[src/rtl/code_expander_pkg.sv]
// Shared types and helpers for the code expander: state encoding, code/word widths,
// the code-to-one-hot decode and the hold/gap counter width.
package code_expander_pkg;

   localparam int unsigned CodeW = 2;
   localparam int unsigned WordW = 4;

   typedef enum logic [1:0] {
      StIdle,
      StHold,
      StGap
   } state_t;

   // 2-bit code to one-hot word: 00->0001, 01->0010, 10->0100, 11->1000
   function automatic logic [WordW-1:0] decode(input logic [CodeW-1:0] code);
      decode = 4'b0001 << code;
   endfunction

   // Down-counter must hold max(hold, gap, 1) - 1; one spare bit keeps the
   // width sane for hold = gap = 1.
   function automatic int unsigned cnt_width(input int unsigned hold, input int unsigned gap);
      int unsigned m;
      m = 1;
      if (hold > m) m = hold;
      if (gap > m) m = gap;
      return $clog2(m) + 1;
   endfunction

endpackage

[src/rtl/code_fifo.sv]
// Synchronous FIFO, power-of-two depth, with occupancy count. Push when full and pop
// when empty are ignored so the level can never wrap.
module code_fifo #(
   parameter int unsigned DEPTH = 4,
   parameter int unsigned W     = 2
) (
   input  logic                     clk,
   input  logic                     rst,
   input  logic                     push,
   input  logic [W-1:0]             din,
   input  logic                     pop,
   output logic [W-1:0]             dout,
   output logic                     full,
   output logic                     empty,
   output logic [$clog2(DEPTH):0]   level
);

   localparam int unsigned PtrW = $clog2(DEPTH);
   localparam int unsigned LvlW = PtrW + 1;
   localparam logic [LvlW-1:0] FullLvl = LvlW'(DEPTH);

   logic [W-1:0]    mem_q [DEPTH];
   logic [PtrW-1:0] wr_ptr_q;
   logic [PtrW-1:0] rd_ptr_q;
   logic [LvlW-1:0] level_q;
   logic [LvlW-1:0] level_d;
   logic            do_push;
   logic            do_pop;

   assign full    = (level_q == FullLvl);
   assign empty   = (level_q == '0);
   assign do_push = push && !full;
   assign do_pop  = pop && !empty;
   assign dout    = mem_q[rd_ptr_q];
   assign level   = level_q;

   // Occupancy next-state: simultaneous push and pop leave it unchanged
   always_comb begin
      level_d = level_q;
      if (do_push && !do_pop) begin
         level_d = level_q + LvlW'(1);
      end else if (do_pop && !do_push) begin
         level_d = level_q - LvlW'(1);
      end
   end

   // Storage array, no reset needed: contents are only read below the level
   always_ff @(posedge clk) begin
      if (do_push) begin
         mem_q[wr_ptr_q] <= din;
      end
   end

   // Pointers wrap naturally modulo DEPTH
   always_ff @(posedge clk) begin
      if (rst) begin
         wr_ptr_q <= '0;
         rd_ptr_q <= '0;
         level_q  <= '0;
      end else begin
         if (do_push) wr_ptr_q <= wr_ptr_q + PtrW'(1);
         if (do_pop)  rd_ptr_q <= rd_ptr_q + PtrW'(1);
         level_q <= level_d;
      end
   end

endmodule

[src/rtl/code_expander.sv]
// Accepts 2-bit codes over valid/ready into a small FIFO and plays each one out as a
// one-hot word held for HOLD cycles followed by GAP idle cycles.
module code_expander
   import code_expander_pkg::*;
#(
   parameter int unsigned DEPTH = 4,
   parameter int unsigned HOLD  = 3,
   parameter int unsigned GAP   = 1
) (
   input  logic                   clk,
   input  logic                   rst,
   input  logic [1:0]             code,
   input  logic                   code_valid,
   output logic                   code_ready,
   output logic [3:0]             word,
   output logic                   word_valid,
   output logic                   busy,
   output logic [$clog2(DEPTH):0] level
);

   localparam int unsigned CntW = cnt_width(HOLD, GAP);
   localparam logic [CntW-1:0] HoldLd = CntW'(HOLD - 1);
   localparam logic [CntW-1:0] GapLd  = CntW'((GAP > 0) ? GAP - 1 : 0);

   state_t          state_q, state_d;
   logic [CntW-1:0] cnt_q, cnt_d;
   logic [3:0]      word_q, word_d;
   logic            word_valid_q, word_valid_d;

   logic            push;
   logic            pop;
   logic            fifo_full;
   logic            fifo_empty;
   logic [1:0]      fifo_dout;

   // No bypass: a full FIFO refuses even when the FSM pops in the same cycle
   assign code_ready = !rst && !fifo_full;
   assign push       = code_valid && code_ready;

   code_fifo #(
      .DEPTH (DEPTH),
      .W     (CodeW)
   ) u_fifo (
      .clk   (clk),
      .rst   (rst),
      .push  (push),
      .din   (code),
      .pop   (pop),
      .dout  (fifo_dout),
      .full  (fifo_full),
      .empty (fifo_empty),
      .level (level)
   );

   // Next-state, counter and word/pop decisions
   always_comb begin
      state_d      = state_q;
      cnt_d        = cnt_q;
      word_d       = word_q;
      word_valid_d = word_valid_q;
      pop          = 1'b0;
      unique case (state_q)
         StIdle: begin
            if (!fifo_empty) begin
               pop          = 1'b1;
               word_d       = decode(fifo_dout);
               word_valid_d = 1'b1;
               cnt_d        = HoldLd;
               state_d      = StHold;
            end
         end
         StHold: begin
            if (cnt_q != '0) begin
               cnt_d = cnt_q - CntW'(1);
            end else if (GAP > 0) begin
               word_d       = '0;
               word_valid_d = 1'b0;
               cnt_d        = GapLd;
               state_d      = StGap;
            end else if (!fifo_empty) begin
               // Back-to-back words when there is no gap
               pop          = 1'b1;
               word_d       = decode(fifo_dout);
               word_valid_d = 1'b1;
               cnt_d        = HoldLd;
            end else begin
               word_d       = '0;
               word_valid_d = 1'b0;
               state_d      = StIdle;
            end
         end
         StGap: begin
            if (cnt_q != '0) begin
               cnt_d = cnt_q - CntW'(1);
            end else if (!fifo_empty) begin
               pop          = 1'b1;
               word_d       = decode(fifo_dout);
               word_valid_d = 1'b1;
               cnt_d        = HoldLd;
               state_d      = StHold;
            end else begin
               state_d = StIdle;
            end
         end
         default: state_d = StIdle;
      endcase
   end

   // FSM and output registers; reset aborts any word in flight
   always_ff @(posedge clk) begin
      if (rst) begin
         state_q      <= StIdle;
         cnt_q        <= '0;
         word_q       <= '0;
         word_valid_q <= 1'b0;
      end else begin
         state_q      <= state_d;
         cnt_q        <= cnt_d;
         word_q       <= word_d;
         word_valid_q <= word_valid_d;
      end
   end

   assign word       = word_q;
   assign word_valid = word_valid_q;
   assign busy       = (state_q != StIdle) || !fifo_empty;

endmodule

[config.mk]
export PLATFORM = sky130hd
export DESIGN_NAME = code_expander
export DESIGN_NICKNAME = d
export VERILOG_FILES = /design/src/rtl/code_expander_pkg.sv /design/src/rtl/code_fifo.sv /design/src/rtl/code_expander.sv
export SDC_FILE = /design/constraint.sdc
export NUM_CORES = 1
export LEC_CHECK = 0
export CORE_MARGIN = 1.5
export CORE_UTILIZATION = 24
export DETAILED_ROUTE_END_ITERATION = 10
export PLACE_DENSITY = 0.45
export SLEW_MARGIN = 20
export SYNTH_ARGS = -nofsm -noshare
export SYNTH_HDL_FRONTEND = slang
export SYNTH_SLANG_ARGS = --single-unit
[constraint.sdc]
create_clock -name clk -period 6.9 [get_ports clk]
set_clock_uncertainty 0.05 [all_clocks]
set_input_delay 2.07 -clock clk [delete_from_list [all_inputs] [get_ports clk]]
set_output_delay 2.07 -clock clk [all_outputs]
set_load 0.05 [all_outputs]
==> results.json, run 1 <==
{
  "setup_ws_ns": 1.28,
  "drive_above_1_share_pct": 9.66,
  "cts_tree": "yes",
  "start_util_pct": 24.9,
  "finalHoldViolCount": 0,
  "use_met2_pct": 13.5,
  "reg2reg_to": "u_fifo.level[2]",
  "relSlewSlack_pct": 66.6,
  "ys.warnings.count": 0,
  "yosysSeqAreaShare_pct": 45.3,
  "fmax_mhz": 178,
  "nets": 165,
  "worst_pin_slew_ns": 0.499,
  "grt_max_degree": 21,
  "vias": 917,
  "setup.worst_path.start_class": "input pin",
  "post-route-min-period_ns": 5.62,
  "postRouteWirelength_mm": 2.42,
  "port_buffers": 14,
  "syn_area_sq_um": 1370,
  "clk_pin_slew_worst_paths_ns": 0.10,
  "die_h_um": 78.6,
  "io_pins": 15,
  "worstReg2RegStart": "state_q[0]",
  "avgSynthCellArea_sq_um": 10.7,
  "cts_hold_buf": 0,
  "synth_edf_count": 8,
  "netlist_instances": 128,
  "cts_resized": 0,
  "overflow": 0,
  "p_leak_uw": 0.000616,
  "worst-path-max-fanout": 2,
  "ys_ff_latch": 27,
  "period_share_pct": 81.5,
  "clock-sinks": 27,
  "grt.total_usage_pct": 8.61,
  "busiest_layer": "met2",
  "synthDistinctLibCells": 39,
  "drt-initial-drc-count": 46,
  "via_per_inst": 4.23,
  "cap_violations": 0,
  "async_flop_share_pct": 0,
  "worst-setup-path-type": "in -> out",
  "gp_congestion": 0.795,
  "rsz0062_at_grt": "no",
  "insertion_delay_ns": 0.28,
  "wire_per_inst_um": 11.1,
  "hp-class": "reg -> reg",
  "worstPathRequired_ns": 4.78,
  "syn2layout_area_growth_pct": 20.4,
  "postCtsSetupBuffers": 0,
  "setup_viol": 0,
  "pwr_density_cell_nw_per_um2": 422,
  "status": "finished clean",
  "dieArea_sq_um": 6180,
  "synth_flop_cell": "dfxtp_1",
  "clock_path_buffers": 2,
  "endpoint_kind": "primary output",
  "drtPass1Iterations": 4,
  "critPathLaunch": "rst",
  "fp.dieW_um": 78.6,
  "grtUsageMet1_pct": 11.4,
  "ff2ff_setup_slack_ns": 4.26,
  "place_ws_ns": 1.28,
  "grt_pass1_vias": 952,
  "cts_root_buffer": "clkbuf_8",
  "tns_ns": 0,
  "met3_usage_pct": 1.74,
  "cts_buffers": 3,
  "place_hpwl_mm": 1.84,
  "coreArea_sq_um": 5510,
  "critPathCapture": "code_ready",
  "detail-route-antenna-nets": 0,
  "num_antenna_cells": 0,
  "arrival_ns": 3.50,
  "reg2regPathDepth": 10,
  "syn-num-nets": 147,
  "drc": 0,
  "ir_worst_vdd_mv": 0.167,
  "finalMaxSlewViolations": 0,
  "htreeDepth": 1,
  "antenna_found_initial": 0,
  "grt_pass1_wl_mm": 4.22,
  "rows": 27
}
==> flip-flops by register name (all words and copies together) (netlist names), named ones only <==
name	cells
word	4
u_fifo.rd_ptr_q	2
u_fifo.level	3
state_q	2
u_fifo.wr_ptr_q	2
cnt_q	3
u_fifo.mem_q	8
word_valid	1
==> critical path, stage by stage <==
cell and delay, ns:
clkdlybuf4s50_1 0.47, a21oi_1 0.15, clkdlybuf4s50_1 0.81
==> logic make-up after synthesis <==
kind of cell,after synthesis,synth area share (%)
AOI/OAI and AO/OA,25,15.7
xor gates and xnor gates,5,3.19
adders and majority gates,14,13.3
buffers and inverters,18,4.93
DFF,27,45.3
muxes,6,5.38
and+or+nand+nor,33,12.2
==> synthesized netlist by cell type, drive strengths merged (2+ instances only) <==
master / count / area [sq um]
a211oi: 3 / 47.6
a21oi: 5 / 25.0
a22oi: 2 / 15.0
and2: 4 / 25.0
clkbuf: 2 / 7.51
dfxtp: 19 / 380
edfxtp: 8 / 240
ha: 13 / 163
inv: 16 / 60.1
mux2i: 4 / 40.0
nand2: 4 / 15.0
nand2b: 3 / 18.8
nor2: 15 / 58.8
o32ai: 4 / 35.0
xnor2: 2 / 17.5
xor2: 3 / 26.3
==> layout make-up <==
| cell class | instances | area [sq um] |
|---|---|---|
| fill | 556 | 3850 |
| multi-input combinational | 83 | 683 |
| sequential | 27 | 621 |
| timing repair buffer | 15 | 148 |
| tap | 72 | 90.1 |
| inverter | 16 | 60.1 |
| clock buffer | 3 | 41.3 |
| clock inverter | 1 | 8.76 |
==> where the power goes <==
group / leakage, uW / internal [uW] / switching [uW]
Combinational: 0.000361 / 148 / 214
Sequential: 0.000229 / 200 / 39.5
Clock: 0.0000261 / 42.4 / 52.7
Total: 0.000616 / 391 / 306
==> worst min path at each step <==
stage / start / end / slack [ns] / cells past startpoint
floorplan: cnt_q[1] / cnt_q[1] / 0.39 / 1
global placement: cnt_q[1] / cnt_q[1] / 0.40 / 1
detailed placement: cnt_q[1] / cnt_q[1] / 0.41 / 1
CTS: word[0] / word[0] / 0.43 / 2
global route: cnt_q[1] / cnt_q[1] / 0.46 / 1
finish: word[0] / word[0] / 0.43 / 2
==> placed cells by master, fill, tap and decap left out, types with 2 or more instances in the layout <==
cell type        Yosys  final
dfxtp_1             19     19
inv_1               16     16
nor2_1              14     14
clkdlybuf4s50_1      0     14
ha_1                13     13
edfxtp_1             8      8
a21oi_1              5      5
and2_1               4      4
nand2_1              4      4
mux2i_1              4      4
o32ai_1              4      4
xor2_1               3      3
nand2b_1             3      3
clkbuf_8             0      3
a211oi_4             2      2
a22oi_1              2      2
xnor2_1              2      2
==> metal layers <==
layer  vias up  share of wire (%)
met5         -                  0
met4         0                1.2
met3         2                2.2
met2        13                 44
met1       425                 52
li1        477                  -
==> metrics by stage <==
step	cells	utilization (%)	total power [uW]	hold slack [ns]	instance area, sq um
4_1_cts	217	30.0	705	0.432	1650
2_1_floorplan	128	-	515	0.390	1370
3_3_place_gp	213	29.1	603	0.403	1600
6_report	217	30.0	697	0.429	1650
5_1_grt	217	30.0	751	0.457	1650
3_5_place_dp	213	29.1	608	0.413	1600
(Power assumes the default switching activity.)
==> run 2, diff against run 1 <==
==> constraint.sdc (replaced) <==
create_clock -name clk -period 5.8 [get_ports clk]
set_clock_uncertainty 0.05 [all_clocks]
set_input_delay 1.74 -clock clk [delete_from_list [all_inputs] [get_ports clk]]
set_output_delay 1.74 -clock clk [all_outputs]
set_load 0.05 [all_outputs]
==> results.json, run 2 (same netlist as run 1, synthesis figures left out) <==
{
  "port_buffers": 14,
  "final_cell_count_no_fill": 217,
  "place_inst": 213,
  "p_comb_share_pct": 52.2,
  "cts_buffers": 3,
  "setup_viol": 0,
  "fp.dieW_um": 78.6,
  "vias": 946,
  "rsz0062_at_grt": "no",
  "cap_violations": 0,
  "hp-start": "cnt_q[1]",
  "reg2regPathDepth": 10,
  "fillers": 559,
  "cts_resized": 0,
  "period_share_pct": 85.6,
  "wire_per_inst_um": 11.2,
  "final_common_cell": "dfxtp_1",
  "pwr_density_cell_nw_per_um2": 499,
  "hold_depth": 1,
  "drt-initial-drc-count": 34,
  "top_register": "u_fifo.mem_q",
  "worst-setup-path-type": "in -> out",
  "die_h_um": 78.6,
  "via_per_inst": 4.36,
  "grt_pass1_wl_mm": 4.35,
  "grt_max_degree": 21,
  "num_antenna_cells": 0,
  "clock_power_share_pct": 13.2,
  "worstPathRequired_ns": 4.01,
  "arrival_ns": 3.18,
  "grt.total_usage_pct": 9.11,
  "postRouteWirelength_mm": 2.43,
  "io_pins": 15,
  "tns_ns": 0,
  "busiest_layer": "met2",
  "cts_hold_buf": 0,
  "fin_area_sq_um": 1650,
  "ir_worst_vdd_mv": 0.211,
  "drc": 0,
  "switching_share_pct": 43.7,
  "htreeDepth": 1,
  "clk_pin_slew_worst_paths_ns": 0.09,
  "dieArea_sq_um": 6180,
  "place_area_sq_um": 1600,
  "hold_path_end": "cnt_q[1]",
  "coreArea_sq_um": 5510,
  "finalMaxSlewViolations": 0,
  "gp_congestion": 0.709,
  "final_cell_mix": "dfxtp_1 (19), inv_1 (16), nor2_1 (14), clkdlybuf4s50_1 (14), ha_1 (13)",
  "hp-class": "reg -> reg",
  "grt_pass1_vias": 940,
  "reg2reg_to": "u_fifo.level[2]",
  "fmax_mhz": 201,
  "worst-path-max-fanout": 2,
  "p_leak_uw": 0.000612,
  "worst_pin_slew_ns": 0.509,
  "worstReg2RegStart": "state_q[0]",
  "status": "finished clean",
  "drtPass1Iterations": 4,
  "ff2ff_setup_slack_ns": 3.14,
  "rows": 27,
  "p_seq_share_pct": 34.6,
  "switching_power_uw": 360,
  "detail-route-antenna-nets": 0,
  "nets": 165,
  "start_util_pct": 24.9,
  "insertion_delay_ns": 0.27,
  "endpoint_kind": "primary output",
  "total_power_uw": 824,
  "largest_reg_flops": 8,
  "setup.worst_path.start_class": "input pin",
  "post-route-min-period_ns": 4.97,
  "cts_tree": "yes",
  "postCtsSetupBuffers": 0,
  "clock-sinks": 27,
  "finalHoldViolCount": 0,
  "clock_path_buffers": 2,
  "grtUsageMet1_pct": 11.6,
  "use_met2_pct": 14.5,
  "relSlewSlack_pct": 65.9,
  "overflow": 0,
  "met3_usage_pct": 1.74,
  "place_hpwl_mm": 1.88,
  "drive_above_1_share_pct": 9.66,
  "internal-power_uw": 464,
  "cts_root_buffer": "clkbuf_8",
  "antenna_found_initial": 0,
  "syn2layout_area_growth_pct": 20.3
}
==> run 2: changes by cell type in the layout (fill, tap and decap cells not counted), sizes merged <==
cell      change
clkinvlp      +1
inv           -1
==> run 2: layer usage <==
metal | part of all wire, % | vias to the layer above
li1 | - | 477
met1 | 49 | 448
met2 | 46 | 16
met3 | 2.5 | 5
met4 | 2.7 | 0
met5 | 0 | -
==> run 2: cell type report <==
type / instances / area (sq um) / share of cell area [%]
timing repair buffer: 15 / 148 / 8.95
sequential: 27 / 621 / 37.6
clock inverter: 1 / 7.51 / 0.455
tap: 72 / 90.1 / 5.46
clock buffer: 3 / 41.3 / 2.50
inverter: 16 / 60.1 / 3.64
multi-input combinational: 83 / 683 / 41.4
==> run 2: critical path, stage by stage <==
cell and delay, ns:
clkdlybuf4s50_1 0.47, a21oi_1 0.15, clkdlybuf4s50_1 0.81
==> run 2: how the worst max path moves through the flow <==
stage	from	endpoint
after global routing	rst	code_ready
after CTS	rst	code_ready
after global placement	rst	code_ready
final	rst	code_ready
after floorplan	rst	code_ready
after detailed placement	rst	code_ready
==> run 2: through the flow <==
stage | utilization [%] | hold slack (ns) | setup slack [ns]
floorplan | - | 0.390 | 1.31
detailed placement | 29.1 | 0.407 | 0.837
global route | 30.0 | 0.454 | 0.758
finish | 30.0 | 0.421 | 0.833
CTS | 30.0 | 0.431 | 0.818
global placement | 29.1 | 0.403 | 0.813
==> run 2: power groups by stage <==
stage	clock (uW)	combinational (uW)	sequential, uW
floorplan	0	265	348
global placement	0	429	289
detailed placement	0	432	291
CTS	115	434	287
global route	125	476	293
finish	109	430	285
==> run 3, diff against run 2 <==
--- a/config.mk
+++ b/config.mk
@@ -5,6 +5,7 @@
 export SDC_FILE = /design/constraint.sdc
 export NUM_CORES = 1
 export LEC_CHECK = 0
+export CORE_ASPECT_RATIO = 2
 export CORE_MARGIN = 1.5
 export CORE_UTILIZATION = 24
 export DETAILED_ROUTE_END_ITERATION = 10
==> results.json, run 3 (same netlist as run 1, synthesis figures left out) <==
{
  "endpoint_kind": "primary output",
  "clk_pin_slew_worst_paths_ns": 0.09,
  "nets": 165,
  "drive_above_1_share_pct": 9.66,
  "largest_reg_flops": 8,
  "setup_viol": 0,
  "fp.dieW_um": 56.5,
  "postRouteWirelength_mm": 2.74,
  "dieArea_sq_um": 6200,
  "grt_pass1_vias": 960,
  "die_h_um": 110,
  "top_register": "u_fifo.mem_q",
  "insertion_delay_ns": 0.27,
  "htreeDepth": 1,
  "drc": 0,
  "clock-sinks": 27,
  "port_buffers": 14,
  "grt.total_usage_pct": 9.82,
  "pwr_density_cell_nw_per_um2": 509,
  "arrival_ns": 3.09,
  "grt_pass1_wl_mm": 4.67,
  "hp-class": "reg -> reg",
  "postCtsSetupBuffers": 0,
  "tns_ns": 0,
  "syn2layout_area_growth_pct": 19.3,
  "via_per_inst": 4.57,
  "cts_hold_buf": 0,
  "vias": 937,
  "post-route-min-period_ns": 4.88,
  "cts_tree": "yes",
  "status": "finished clean",
  "antenna_found_initial": 0,
  "final_cell_mix": "dfxtp_1 (19), inv_1 (16), nor2_1 (14), clkdlybuf4s50_1 (14), ha_1 (13)",
  "worst-path-max-fanout": 2,
  "gp_congestion": 0.693,
  "p_leak_uw": 0.000612,
  "period_share_pct": 84.2,
  "drtPass1Iterations": 4,
  "cts_buffers": 3,
  "finalHoldViolCount": 0,
  "cap_violations": 0,
  "worst-setup-path-type": "in -> out",
  "grt_max_degree": 21,
  "setup_ws_ns": 0.918,
  "cts_resized": 0,
  "place_hpwl_mm": 2.23,
  "final_common_cell": "dfxtp_1",
  "wire_per_inst_um": 13.4,
  "setup.worst_path.start_class": "input pin",
  "cts_root_buffer": "clkbuf_8",
  "drt-initial-drc-count": 28,
  "start_util_pct": 25.1,
  "clock_path_buffers": 2,
  "num_antenna_cells": 0,
  "worstPathRequired_ns": 4.01,
  "rows": 38,
  "place_ws_ns": 0.913,
  "relSlewSlack_pct": 65.9,
  "overflow": 0,
  "finalMaxSlewViolations": 0,
  "worst_pin_slew_ns": 0.504,
  "rsz0062_at_grt": "no",
  "coreArea_sq_um": 5470,
  "ir_worst_vdd_mv": 0.250,
  "io_pins": 15,
  "fmax_mhz": 205,
  "detail-route-antenna-nets": 0
}
-- run 3: critical path: stages --
cell	delay (ns)
clkdlybuf4s50_1	0.42
a21oi_1	0.12
clkdlybuf4s50_1	0.81
-- run 3: area by class of cell --
class / instances / area, sq um
Multi-Input combinational cell: 83 / 683
Fill cell: 572 / 3830
Tap cell: 60 / 75.1
Inverter: 16 / 60.1
Sequential cell: 27 / 621
Timing Repair Buffer: 15 / 148
Clock buffer: 3 / 41.3
Clock inverter: 1 / 7.51
-- run 3: path summary, 6_finish.rpt --
kind / slack, ns / cells after the start / end / from
max: 0.92 / 3 / code_ready / rst
min: 0.43 / 2 / word[3] / word[3]
max reg2reg: 3.18 / 10 / u_fifo.level[2] / state_q[0]
min reg2reg: 0.43 / 2 / word[3] / word[3]
-- run 3: power breakdown --
part	switching, uW	internal, uW
sequential	47.1	238
combinational	262	177
clock	60.1	48.8
total	369	464
-- run 3: layer usage --
layer  track usage [%]  wire length (um)  vias up
met4              5.10                54        0
met5                 0                 0        -
met3              1.18                50        4
li1                  -                 -      474
met2              19.8              1690       12
met1              9.28               947      447
-- run 3: stage by stage --
step	instance area, sq um	total power, uW	util [%]	hold WS, ns	std cells
after CTS	1640	845	29.9	0.436	205
after global routing	1640	892	29.9	0.462	205
final	1640	833	29.9	0.432	205
after detailed placement	1590	737	29.0	0.422	201
after floorplan	1370	613	-	0.390	128
after global placement	1590	726	29.0	0.406	201
